**src/rtl/sonic_rx_fetch_pkg.sv**
```systemverilog
// Shared types for the RX ring block fetcher: FSM state encoding and the
// FIFO entry that carries a returned oword with its framing flags.
package sonic_rx_fetch_pkg;

  typedef enum logic [1:0] {
    IDLE  = 2'd0,
    FETCH = 2'd1,
    DRAIN = 2'd2
  } fetch_state_e;

  typedef struct packed {
    logic [127:0] data;
    logic         sop;
    logic         eop;
  } fifo_entry_t;

endpackage

```
**src/rtl/sonic_rx_fetch_fifo.sv**
```systemverilog
// Small synchronous FIFO of framed owords with occupancy count and flush.
// Pushes into a full FIFO and pops from an empty one are ignored.
module sonic_rx_fetch_fifo
  import sonic_rx_fetch_pkg::*;
#(
  parameter int DEPTH = 4,
  localparam int CNT_W = $clog2(DEPTH + 1),
  localparam int IDX_W = (DEPTH > 1) ? $clog2(DEPTH) : 1
) (
  input  logic              clk_in,
  input  logic              rstn,
  input  logic              flush,
  input  logic              push,
  input  fifo_entry_t       push_entry,
  input  logic              pop,
  output fifo_entry_t       head,
  output logic [CNT_W-1:0]  count,
  output logic              empty,
  output logic              full
);

  fifo_entry_t      mem [DEPTH];
  logic [IDX_W-1:0] wr_idx;
  logic [IDX_W-1:0] rd_idx;
  logic             do_push;
  logic             do_pop;

  function automatic logic [IDX_W-1:0] next_idx(input logic [IDX_W-1:0] idx);
    return (idx == IDX_W'(DEPTH - 1)) ? '0 : idx + 1'b1;
  endfunction

  assign empty   = (count == '0);
  assign full    = (count == CNT_W'(DEPTH));
  assign do_push = push & ~full;
  assign do_pop  = pop & ~empty;
  assign head    = mem[rd_idx];

  // NOTE: sequential state is updated with non-blocking assignments only.
  always_ff @(posedge clk_in) begin
    if (!rstn || flush) begin
      wr_idx <= '0;
      rd_idx <= '0;
      count  <= '0;
    end else begin
      if (do_push) wr_idx <= next_idx(wr_idx);
      if (do_pop)  rd_idx <= next_idx(rd_idx);
      count <= count + CNT_W'(do_push) - CNT_W'(do_pop);
    end
  end

  // NOTE: the storage array has no reset; validity comes from count alone.
  always_ff @(posedge clk_in) begin
    if (do_push) mem[wr_idx] <= push_entry;
  end

endmodule

```
**src/rtl/sonic_rx_block_fetch.sv**
```systemverilog
// Reads whole blocks out of the RX circular buffer once enough data has been
// written, and streams them as SOP/EOP framed owords under FIFO credit.
module sonic_rx_block_fetch
  import sonic_rx_fetch_pkg::*;
#(
  parameter int QPTR_W     = 12,
  parameter int RD_LATENCY = 2,
  parameter int FIFO_DEPTH = 4
) (
  input  logic              clk_in,
  input  logic              rstn,
  input  logic              enable_sfp,
  input  logic [QPTR_W-1:0] rx_ring_wptr,
  input  logic [QPTR_W-2:0] blk_owords,
  output logic              rd_req,
  output logic [QPTR_W-2:0] rd_address_owords,
  input  logic [127:0]      rd_data,
  output logic [127:0]      out_data,
  output logic              out_valid,
  input  logic              out_ready,
  output logic              out_sop,
  output logic              out_eop,
  output logic              block_done,
  output logic              block_abort,
  output logic [QPTR_W-1:0] rx_ring_rptr
);

  localparam int OPTR_W = QPTR_W - 1;
  localparam int CNT_W  = $clog2(FIFO_DEPTH + 1);
  localparam int IF_W   = $clog2(RD_LATENCY + 1);

  fetch_state_e          state;
  logic [OPTR_W-1:0]     rptr_o;
  logic [OPTR_W-1:0]     blk_len;
  logic [OPTR_W-1:0]     issue_cnt;
  logic [RD_LATENCY-1:0] vld_sr;
  logic [RD_LATENCY-1:0] sop_sr;
  logic [RD_LATENCY-1:0] eop_sr;
  logic [QPTR_W-1:0]     avail_q;
  logic [IF_W-1:0]       in_flight;
  logic [CNT_W-1:0]      fifo_count;
  logic                  fifo_empty;
  logic                  fifo_full;
  fifo_entry_t           fifo_head;
  fifo_entry_t           fifo_in;
  logic                  start_blk;
  logic                  credit_ok;
  logic                  issue;
  logic                  last_issue;
  logic                  beat_pop;

  assign rx_ring_rptr = {rptr_o, 1'b0};
  assign avail_q      = rx_ring_wptr - rx_ring_rptr;
  assign start_blk    = (state == IDLE) && enable_sfp && (blk_owords != '0) &&
                        ({1'b0, avail_q} >= {1'b0, blk_owords, 1'b0});

  // NOTE: every always_comb output gets a default first so no latch is inferred.
  always_comb begin
    in_flight = '0;
    for (int i = 0; i < RD_LATENCY; i++) in_flight = in_flight + IF_W'(vld_sr[i]);
  end

  // Reads in flight already own a FIFO slot, so the FIFO can never overflow.
  assign credit_ok  = (int'(in_flight) + int'(fifo_count)) < FIFO_DEPTH;
  assign issue      = (state == FETCH) && enable_sfp && credit_ok;
  assign last_issue = (issue_cnt == blk_len - 1'b1);

  assign rd_req            = issue;
  assign rd_address_owords = rptr_o;

  assign fifo_in  = '{data: rd_data, sop: sop_sr[RD_LATENCY-1], eop: eop_sr[RD_LATENCY-1]};
  assign beat_pop = out_valid & out_ready;

  sonic_rx_fetch_fifo #(.DEPTH(FIFO_DEPTH)) u_fifo (
    .clk_in     (clk_in),
    .rstn       (rstn),
    .flush      (~enable_sfp),
    .push       (vld_sr[RD_LATENCY-1]),
    .push_entry (fifo_in),
    .pop        (beat_pop),
    .head       (fifo_head),
    .count      (fifo_count),
    .empty      (fifo_empty),
    .full       (fifo_full)
  );

  // Head contents are gated so an empty FIFO presents all-zero outputs.
  assign out_valid  = ~fifo_empty;
  assign out_data   = out_valid ? fifo_head.data : '0;
  assign out_sop    = out_valid & fifo_head.sop;
  assign out_eop    = out_valid & fifo_head.eop;
  assign block_done = beat_pop & out_eop;

  always_ff @(posedge clk_in) begin
    if (!rstn) begin
      state       <= IDLE;
      rptr_o      <= '0;
      blk_len     <= '0;
      issue_cnt   <= '0;
      vld_sr      <= '0;
      sop_sr      <= '0;
      eop_sr      <= '0;
      block_abort <= 1'b0;
    end else if (!enable_sfp) begin
      state       <= IDLE;
      rptr_o      <= '0;
      issue_cnt   <= '0;
      vld_sr      <= '0;
      block_abort <= (state != IDLE);
    end else begin
      block_abort <= 1'b0;
      vld_sr[0]   <= issue;
      sop_sr[0]   <= (issue_cnt == '0);
      eop_sr[0]   <= last_issue;
      for (int i = 1; i < RD_LATENCY; i++) begin
        vld_sr[i] <= vld_sr[i-1];
        sop_sr[i] <= sop_sr[i-1];
        eop_sr[i] <= eop_sr[i-1];
      end
      case (state)
        IDLE: begin
          if (start_blk) begin
            blk_len   <= blk_owords;
            issue_cnt <= '0;
            state     <= FETCH;
          end
        end
        FETCH: begin
          if (issue) begin
            rptr_o    <= rptr_o + 1'b1;
            issue_cnt <= issue_cnt + 1'b1;
            if (last_issue) state <= DRAIN;
          end
        end
        DRAIN: begin
          if (block_done) state <= IDLE;
        end
        default: state <= IDLE;
      endcase
    end
  end

endmodule

```
**config.mk**
```make
export PLATFORM = sky130hd
export DESIGN_NAME = sonic_rx_block_fetch
export DESIGN_NICKNAME = d
export VERILOG_FILES = /design/src/rtl/sonic_rx_fetch_pkg.sv /design/src/rtl/sonic_rx_fetch_fifo.sv /design/src/rtl/sonic_rx_block_fetch.sv
export SDC_FILE = /design/constraint.sdc
export NUM_CORES = 1
export LEC_CHECK = 0
export BUFFER_PORTS_ARGS = -buffer_cell sky130_fd_sc_hd__buf_2
export CORE_AREA = 2 2 200 202
export CTS_BUF_LIST = sky130_fd_sc_hd__clkbuf_4
export DETAILED_ROUTE_END_ITERATION = 16
export DIE_AREA = 0 0 202 204
export PLACE_DENSITY = 0.87
export SYNTH_ARGS = -nofsm -noshare
export SYNTH_HDL_FRONTEND = slang
export SYNTH_SLANG_ARGS = --single-unit
```
**constraint.sdc**
```tcl
create_clock -name clk_in -period 8.5 [get_ports clk_in]
set_input_delay 1.7 -clock clk_in [delete_from_list [all_inputs] [get_ports clk_in]]
set_output_delay 1.7 -clock clk_in [all_outputs]
set_load 0.02 [all_outputs]
```
==> flow_summary_export.csv, run 1 <==
group,metric,value,unit
outcome,status,"complete, no violations",
timing,period_needed,5.073,ns
logic_synthesis,synth_seq_cells,571,
power,total_power,5.581,mW
finish,drive_above_1_share,39.67,%
route,via_count,12780,
logic_synthesis,synth-main-ff-cell,"edfxtp_1",
placed_design,place_ws,2.830,ns
timing,rsz0062_at_grt,"no",
finish,final_area,26960,sq um
logic_synthesis,synth_cell_types,60,
route,dr.max_layer_used,"met5",
grt,grt-ovfl-total,0,
grt,grt_usage,23.36,%
floorplan,core_area,39180,sq um
logic_synthesis,yosys-top-cells-count,"edfxtp_1, and2_1, mux4_2",
floorplan,rows,73,
worst_setup_path,cp_slowest_cell,"dfxtp_4",
clocking,cts_tree,"built",
flow_run,drv_cap,0,
logic_synthesis,synth_adder_area_share,2.014,%
min_path,hold_path.class,"reg2reg",
logic_synthesis,yosys.area_share.xor_xnor,1.554,%
timing,fmax,197.1,MHz
power,peakVddDrop,146.2,uV
route,ant_nets,0,
clocking,postCtsSetupBuffers,0,
worst_setup_path,path_buf_inv,2,
logic_synthesis,syn_nets,1439,
timing,finalHoldViolations,0,
logic_synthesis,synth_area_leaders,"edfxtp_1, mux4_2, dfxtp_1",
timing,finalCritPeriodShare,59.68,%
worst_setup_path,cp_top_family,"buffers and inverters",
finish,stdcell_count,2270,
logic_synthesis,syn_avg_cell_area,18.52,sq um
route,met3WireLength,3.397,mm
floorplan,ioPinCount,312,
placed_design,hpwl,28.74,mm
worst_setup_path,critical_path_class,"reg2out",
worst_setup_path,slowest_delay,0.83,ns
route,wirelength,47.46,mm
worst_setup_path,crit_chain,"buf_12 > mux4_2 > and2_1 > buf_2",
logic_synthesis,synth-edff-count,520,
route,dr.pass1.iters,7,
clocking,numCtsBuffers,140,
logic_synthesis,synth-seq-area-share,71.98,%
clocking,root_buffer,"clkbuf_4",
worst_setup_path,arrival,3.37,ns
timing,fin_ws,3.427,ns
worst_setup_path,cp.required,6.80,ns
clocking,cts_sinks,571,
timing,fin_setup_tns,0,ns
worst_setup_path,cp_max_fo,96,
timing,worst_pin_slew,1.081,ns
logic_synthesis,yosysWarnings,0,
logic_synthesis,synth_top_family_by_area,"multiplexers",
power,power_density,207.0,nW/um^2
floorplan,dieArea,41210,sq um
route,wl_met1,18.28,mm
clocking,holdBufCountCts,0,
route,drt-initial-drc-count,812,
timing,skew,0.07022,ns
worst_setup_path,cp-start-kind,"flip-flop",
clocking,clk_latency,0.82,ns
timing,maxSlewViolCount,0,
grt,grt_first_pass_wirelength,72.95,mm
placed_design,dpl_cell_area,25080,sq um
worst_setup_path,end_kind,"output port",
logic_synthesis,yosysMostFrequentCell,"edfxtp_1",
logic_synthesis,yosys.area.top_type,"edfxtp_1",
route,wl_per_cell,20.91,um
finish,final_nets,1829,
logic_synthesis,netlist.area_leader.share,67.57,%
timing,maxSlewHeadroom,27.92,%
grt,grt_pass1_vias,13640,
power,leakage,9.709,nW
floorplan,die_y,204,um
timing,finalSetupViolations,0,
logic_synthesis,synth-compound-area-share,1.830,%
logic_synthesis,syn_inst,1248,
placed_design,dp_cells,2021,
clocking,ctsResizeCount,0,
clocking,clockBufferDepth,3,
logic_synthesis,synthSimpleGateAreaFrac,7.190,%
placed_design,numPortBuffers,310,
floorplan,initial_core_util,58.98,%
logic_synthesis,syn_area,23110,sq um
clocking,cts-htree-levels,4,
grt,antenna_found_initial,7,
floorplan,die_x,202,um
finish,syn2layout_area_growth,16.67,%
route,drc,0,
logic_synthesis,async_flop_share,0,%
placed_design,place_congestion,0.7965,
route,vias_per_cell,5.628,
route,dr_wl_met2,24.70,mm
grt,grt_max_degree,97,
logic_synthesis,muxShareOfSynthArea,13.36,%
clocking,clk_pin_slew_worst_paths,0.07,ns
-- logic make-up (layout without fill, tap and decap cells) --
logic type,after synthesis,count (layout)
AO/OA/AOI/OAI,57,57
XOR/XNOR,41,41
adder cells (fa/ha/maj),36,36
buffers and inverters,107,596
flip-flops,571,571
multiplexers,146,146
other,1,9
AND/OR/NAND/NOR,289,289
-- power breakdown --
part	switching [mW]	total [mW]	internal (mW)
registers	0.00895	3.07	3.06
clock network	1.03	2.33	1.30
logic	0.0979	0.175	0.0772
-- metrics by stage --
step	hold WS, ns	util (%)
after floorplan	0.4445	-
after global placement	0.4539	64.00
after detailed placement	0.4664	64.00
after CTS	0.4767	68.76
after global routing	0.5082	68.79
final	0.4755	68.81
-- worst register-to-register path, stage by stage (launching register included) --
cell and delay [ns]:
dfxtp_1 0.47, ha_1 0.24, inv_1 0.06, fa_1 0.40, a21o_1 0.18, a21oi_1 0.23, o21bai_1 0.13, a211o_1 0.33
a2111o_1 0.37, o211ai_1 0.11, ha_1 0.16, and4_1 0.21, o211ai_1 0.13, a31oi_2 0.81, nor2_1 0.11, a2111oi_2 0.34
-- layout by cell type (no fill, tap or decap), drive strengths merged, types with 3 or more instances in the layout --
cell type / count
xor2: 12
and3: 8
nor3: 16
clkbuf: 202
ha: 34
bufinv: 7
clkinv: 28
nand3b: 3
nor4: 7
nor2: 39
nand2: 22
a21oi: 14
buf: 318
nand4: 11
mux2i: 16
edfxtp: 520
a31oi: 5
a21boi: 4
o211ai: 5
nand3: 11
nand2b: 3
diode: 8
dfxtp: 51
a211oi: 3
a21o: 5
and2: 137
a211o: 3
xnor2: 29
or3: 6
inv: 40
nor2b: 16
o21ai: 6
mux4: 130
-- layer usage --
layer / track usage, % / vias to the layer above
li1: - / 5754
met1: 28.75 / 6409
met4: 9.690 / 4
met3: 5.851 / 82
met2: 39.89 / 526
met5: 0 / -
-- final cells by class --
cell class / instances / area [sq um]
Antenna cell: 8 / 20.02
Clock buffer: 202 / 1516
Clock inverter: 39 / 347.8
Fill cell: 2481 / 12220
Inverter: 37 / 138.9
Multi-Input combinational cell: 570 / 6016
Sequential cell: 571 / 16640
Tap cell: 525 / 656.9
Timing Repair Buffer: 318 / 1624
-- state kept, by name, summed over array words and instances, names as in the netlist, named ones only --
register,flops
u_fifo.rd_idx,2
issue_cnt,11
u_fifo.count,3
rd_address_owords,11
blk_len,11
vld_sr,2
block_abort,1
eop_sr,2
sop_sr,2
u_fifo.mem,520
state,2
u_fifo.wr_idx,2
-- worst paths after layout --
| check | end | depth (start not counted) | slack [ns] | start |
|---|---|---|---|---|
| worst max-delay path | out_data[117] | 4 | 3.43 | flip-flop |
| worst min-delay path | flip-flop | 2 | 0.48 | u_fifo.rd_idx[1] |
| worst max register to register | state[0] | 15 | 4.13 | rd_address_owords[0] |
| worst min register to register | flip-flop | 2 | 0.48 | u_fifo.rd_idx[1] |
Note: power is estimated with default switching activity, not from simulation.
==> run 2, diff against run 1 <==
clock period = 5.19 ns   (was 8.5 ns; I/O delays follow)
==> run 2 against run 1 <==
Against the previous run:
- critical path depth grew 2
- non-clock buffer count up 6
- clock-buffer cell count stayed put
- sequential share of layout area is 0.13 points lower
- design area rose by 0.22%
- core utilization rose by 0.15 points
- clock skew shrank 0.0086 ns
- final cell count grew 0.35%
==> flow_summary_export.csv, run 2 (synthesized netlist as in run 1, its figures left out) <==
group,metric,value,unit
finish,largest-register,"u_fifo.mem",
timing,maxSlewHeadroom,29.10,%
timing,maxSlewViolCount,0,
clocking,cts_sinks,571,
finish,largest_reg_flops,520,
placed_design,place_congestion,0.7988,
clocking,clk_latency,0.87,ns
clocking,holdBufCountCts,0,
finish,layout_commonest_cell,"edfxtp_1",
finish,final_cell_mix,"edfxtp_1, buf_2, clkbuf_4",
floorplan,ioPinCount,312,
timing,fin_setup_tns,0,ns
timing,fmax,232.1,MHz
grt,grt_pass1_vias,13500,
clocking,numCtsBuffers,143,
worst_setup_path,cp_max_fo,16,
worst_setup_path,cp-start-kind,"flip-flop",
floorplan,core_area,39180,sq um
timing,finalHoldViolations,0,
timing,period_needed,4.308,ns
worst_setup_path,cp_slowest_cell,"inv_1",
placed_design,place_ws,0.5953,ns
timing,fin_ws,0.8817,ns
worst_setup_path,slowest_delay,0.65,ns
timing,finalSetupViolations,0,
finish,fillers,2469,
worst_setup_path,crit_chain,"ha_1 > or3_1 > o211ai_1 > nand3_1 > inv_1 > buf_2",
route,wirelength,47.45,mm
power,power_density,334.7,nW/um^2
outcome,status,"complete, no violations",
timing,worst_pin_slew,1.063,ns
finish,syn2layout_area_growth,16.92,%
floorplan,die_y,204,um
power,leakage,9.718,nW
timing,finalCritPeriodShare,83.01,%
power,peakVddDrop,245.0,uV
clocking,root_buffer,"clkbuf_4",
worst_setup_path,cp.required,4.15,ns
route,ant_nets,0,
timing,rsz0062_at_grt,"no",
finish,multi_input_area,6016,sq um
route,via_count,12820,
floorplan,die_x,202,um
clocking,clk_pin_slew_worst_paths,0.07,ns
route,wl_per_cell,20.83,um
clocking,postCtsSetupBuffers,0,
route,drt-initial-drc-count,846,
worst_setup_path,arrival,3.27,ns
floorplan,rows,73,
worst_setup_path,end_kind,"output port",
grt,antenna_found_initial,10,
timing,skew,0.06162,ns
clocking,clockBufferDepth,3,
floorplan,initial_core_util,58.98,%
finish,final_nets,1838,
finish,seq_area,16640,sq um
min_path,hold_path.class,"in2reg",
route,vias_per_cell,5.628,
finish,drive_above_1_share,39.46,%
grt,grt_usage,23.46,%
route,drc,0,
grt,grt-ovfl-total,0,
clocking,ctsResizeCount,0,
route,dr.pass1.iters,5,
clocking,cts-htree-levels,4,
grt,grt_first_pass_wirelength,72.86,mm
placed_design,hpwl,29.05,mm
flow_run,drv_cap,0,
clocking,cts_tree,"built",
grt,grt_max_degree,102,
placed_design,numPortBuffers,310,
worst_setup_path,critical_path_class,"reg2out",
floorplan,dieArea,41210,sq um
run 2: metal layers:
layer	track usage, %	vias up	part of all wire (%)	wire length (um)
li1	-	5765	-	-
met1	28.52	6463	38	18240
met2	40.13	487	53	24950
met3	5.867	97	6.3	2998
met4	10.35	8	2.5	1205
met5	0	-	0.11	54
run 2: stage by stage:
stage                     area, sq um  total power, mW  utilization [%]  instances  hold slack (ns)
after floorplan                 23110            5.286                -       1248           0.4445
after global placement          25190            5.395            64.28       2027           0.4546
after detailed placement        25190            5.415            64.28       2027           0.4685
after CTS                       27000            9.145            68.92       2271           0.2921
after global routing            27020            9.409            68.96       2277           0.3075
final                           27020            9.045            68.96       2278           0.3775
run 2: path summary, 6_finish.rpt:
kind / start / endpoint / slack [ns] / cells after the start
worst max-delay path: u_fifo.count[1] / rd_req / 0.88 / 6
worst max register to register: rd_address_owords[0] / state[0] / 1.25 / 16
worst min-delay path: rd_data[34] / u_fifo.mem[1][36] / 0.38 / 1
worst min register to register: state[1] / state[0] / 0.48 / 1
run 2: power by group:
group / switching, mW / internal (mW) / leakage (nW)
combinational: 0.159 / 0.128 / 3.56
clock: 1.69 / 2.04 / 1.07
sequential: 0.0143 / 5.02 / 5.09
run 2: cell type report:
cell class | count | area share (%)
antenna | 7 | 0.06482
clock buffer | 202 | 5.612
clock inverter | 42 | 1.116
inverter | 37 | 0.5140
multi-input combinational | 570 | 22.26
sequential | 571 | 61.59
tap | 525 | 2.431
timing repair buffer | 324 | 6.408
run 2: worst max-delay path, delay by kind of cell, from the launching register on:
family          cells  cell delay, ns
flops               1            0.37
buf+inv             2            0.92
simple gates        2            0.77
compound gates      1            0.10
fa+ha+maj           1            0.22
==> run 3, diff against run 2 <==
ABC_AREA = 1   (was unset)
CORE_AREA = 2 2 202 204   (was 2 2 200 202)
DIE_AREA = 0 0 204 206   (was 0 0 202 204)
clock period = 4.14 ns   (was 5.19 ns; I/O delays follow)
==> run 3 against run 2 <==
Against the previous run:
- critical path depth is the same
- core utilization shrank 0.38 points
- synthesized cell count grew 66%
- wire length grew 20%
- via count grew 35%
- register-to-register slack lost 0.57 ns
- non-clock buffer count grew 14
- combinational power grew 72%
==> flow_summary_export.csv, run 3 <==
group,metric,value,unit
timing,skew,0.06347,ns
power,peakVddDrop,311.1,uV
logic_synthesis,synth_seq_cells,571,
timing,fmax,284.4,MHz
route,drt-initial-drc-count,1316,
floorplan,rows,74,
placed_design,hpwl,32.84,mm
logic_synthesis,yosys-top-cells-count,"nor2_1, edfxtp_1, o21ai_0",
logic_synthesis,synth-edff-count,520,
finish,syn2layout_area_growth,16.99,%
logic_synthesis,yosysMostFrequentCell,"nor2_1",
worst_setup_path,ff2ff_path_depth,20,
min_path,worstHoldStart,"rd_data[70]",
power,p_comb_share,4.3,%
placed_design,place_congestion,0.8618,
power,total_power,11.64,mW
clocking,clockBufferDepth,3,
min_path,min_to,"u_fifo.mem[2][72]",
worst_setup_path,cp-start-kind,"flip-flop",
power,switching_share,21.49,%
grt,grt_usage,26.54,%
finish,utilization,68.58,%
power,p_clk_share,41.4,%
timing,maxSlewHeadroom,29.98,%
route,vias_per_cell,5.617,
finish,largest_reg_flops,520,
finish,largest-register,"u_fifo.mem",
clocking,cts_sinks,571,
worst_setup_path,cp.required,3.31,ns
power,seqPwrFrac,54.3,%
logic_synthesis,synth_cell_types,39,
finish,final_cell_mix,"nor2_1, edfxtp_1, buf_2",
logic_synthesis,syn_area,23560,sq um
clocking,numCtsBuffers,145,
worst_setup_path,critical_path_class,"reg2out",
timing,worst_pin_slew,1.050,ns
grt,grt_max_degree,169,
finish,final_nets,2630,
timing,fin_setup_tns,0,ns
timing,period_needed,3.516,ns
grt,grt_pass1_vias,17250,
finish,fillers,2823,
floorplan,dieArea,42020,sq um
clocking,cts-htree-levels,4,
min_path,hold_path.class,"in2reg",
route,drc,0,
worst_setup_path,end_kind,"output port",
finish,drive_above_1_share,22.94,%
logic_synthesis,async_flop_share,0,%
logic_synthesis,syn_avg_cell_area,11.35,sq um
logic_synthesis,synth-main-ff-cell,"edfxtp_1",
timing,rsz0062_at_grt,"no",
grt,grt_first_pass_wirelength,86.31,mm
logic_synthesis,yosys.area.top_type,"edfxtp_1",
route,wirelength,56.94,mm
worst_setup_path,arrival,2.69,ns
grt,grt-ovfl-total,0,
flow_run,drv_cap,0,
logic_synthesis,synth-seq-area-share,70.62,%
worst_setup_path,rr_startpoint,"rd_address_owords[2]",
clocking,ctsResizeCount,0,
floorplan,ioPinCount,312,
finish,layout_commonest_cell,"nor2_1",
floorplan,die_y,206,um
power,leakage,10.55,nW
clocking,clk_latency,0.83,ns
power,p_int,9.139,mW
logic_synthesis,netlist.area_leader.share,66.29,%
floorplan,die_x,204,um
finish,final_area,27560,sq um
clocking,holdBufCountCts,0,
floorplan,initial_core_util,58.62,%
logic_synthesis,yosysWarnings,0,
clocking,clk_pin_slew_worst_paths,0.07,ns
placed_design,dpl_cell_area,25640,sq um
worst_setup_path,r2r_slack,0.68,ns
floorplan,core_area,40180,sq um
route,dr.pass1.iters,8,
power,power_density,422.4,nW/um^2
timing,maxSlewViolCount,0,
power,power.switching,2.501,mW
timing,finalCritPeriodShare,84.93,%
worst_setup_path,cp_max_fo,168,
worst_setup_path,regToRegEndpoint,"issue_cnt[3]",
timing,finalSetupViolations,0,
route,via_count,17360,
timing,finalHoldViolations,0,
route,ant_nets,0,
clocking,cts_tree,"built",
clocking,postCtsSetupBuffers,0,
route,wl_per_cell,18.43,um
placed_design,numPortBuffers,310,
grt,antenna_found_initial,12,
clocking,root_buffer,"clkbuf_4",
logic_synthesis,syn_nets,2267,
logic_synthesis,synth_area_leaders,"edfxtp_1, nor2_1, o21ai_0",
outcome,status,"complete, no violations",
min_path,min_path_cells,1,
logic_synthesis,syn_inst,2076,
run 3: changes by cell type after synthesis, sizes merged, moves of 16 or more:
cell,delta
o21ai,+289
a21oi,+164
nand3,+26
and2,-136
xnor2,-20
nand2,+87
inv,+54
clkbuf,+55
mux2i,-16
nor2,+541
mux4,-130
nor2b,-16
run 3: routing by layer:
metal  GRT usage (%)  part of all wire, %  wire length [um]
met5               0                0.028                16
met2           44.97                   50             28380
met1           30.64                   38             21500
met4           15.01                  3.7              2096
met3           7.237                  8.7              4941
run 3: critical path: stages, from the launching register on:
cell and delay [ns]:
dfxtp_4 0.40, buf_12 0.53, nor2_1 0.12, nor2_1 0.11
o21ai_0 0.13, a21oi_1 0.26, buf_2 0.21
run 3: cell type report:
cell class              count  area (sq um)  share of cell area, %
diodes                     17         42.54                 0.1544
well taps                 532         665.6                  2.415
inverters                  91         351.6                  1.276
repair buffers            338          1899                  6.892
clock buffers             213          1599                  5.802
clock inverters            36         279.0                  1.012
flip-flops and latches    571         16640                  60.40
multi-input cells        1292          6077                  22.05
run 3: stage by stage:
step,hold WS (ns),cells,setup WS (ns)
floorplan,0.4127,2076,-0.5326
global placement,0.4206,2824,0.4350
detailed placement,0.4226,2824,0.3185
CTS,0.1006,3073,0.5609
global route,0.1214,3082,0.3367
finish,0.2013,3090,0.6239
run 3: logic make-up after synthesis:
kind of cell / after synthesis / share of synthesized area (%)
fa+ha+maj: 36 / 1.976
flops: 571 / 70.62
buf+inv: 213 / 3.707
xor+xnor: 18 / 0.6693
other cells: 1 / 0.01592
simple gates: 751 / 12.52
compound gates: 486 / 10.48
run 3: power groups by stage:
stage                     Clock [mW]  Sequential, mW  Combinational [mW]
after floorplan                    0            6.45               0.296
after CTS                       4.92            6.32               0.486
after detailed placement           0            6.45               0.483
after global routing            5.22            6.32               0.557
after global placement             0            6.45               0.455
final                           4.82            6.32               0.495
run 3: worst max path at each step:
stage | start | end | depth (start not counted)
final | flip-flop | out_data[32] | 6
after global routing | rd_address_owords[2] | issue_cnt[3] | 20
after CTS | flip-flop | out_data[45] | 5
after detailed placement | rx_ring_wptr[1] | issue_cnt[6] | 21
after global placement | rx_ring_wptr[1] | issue_cnt[2] | 21
after floorplan | u_fifo.count[1] | u_fifo.mem[0][0] | 4
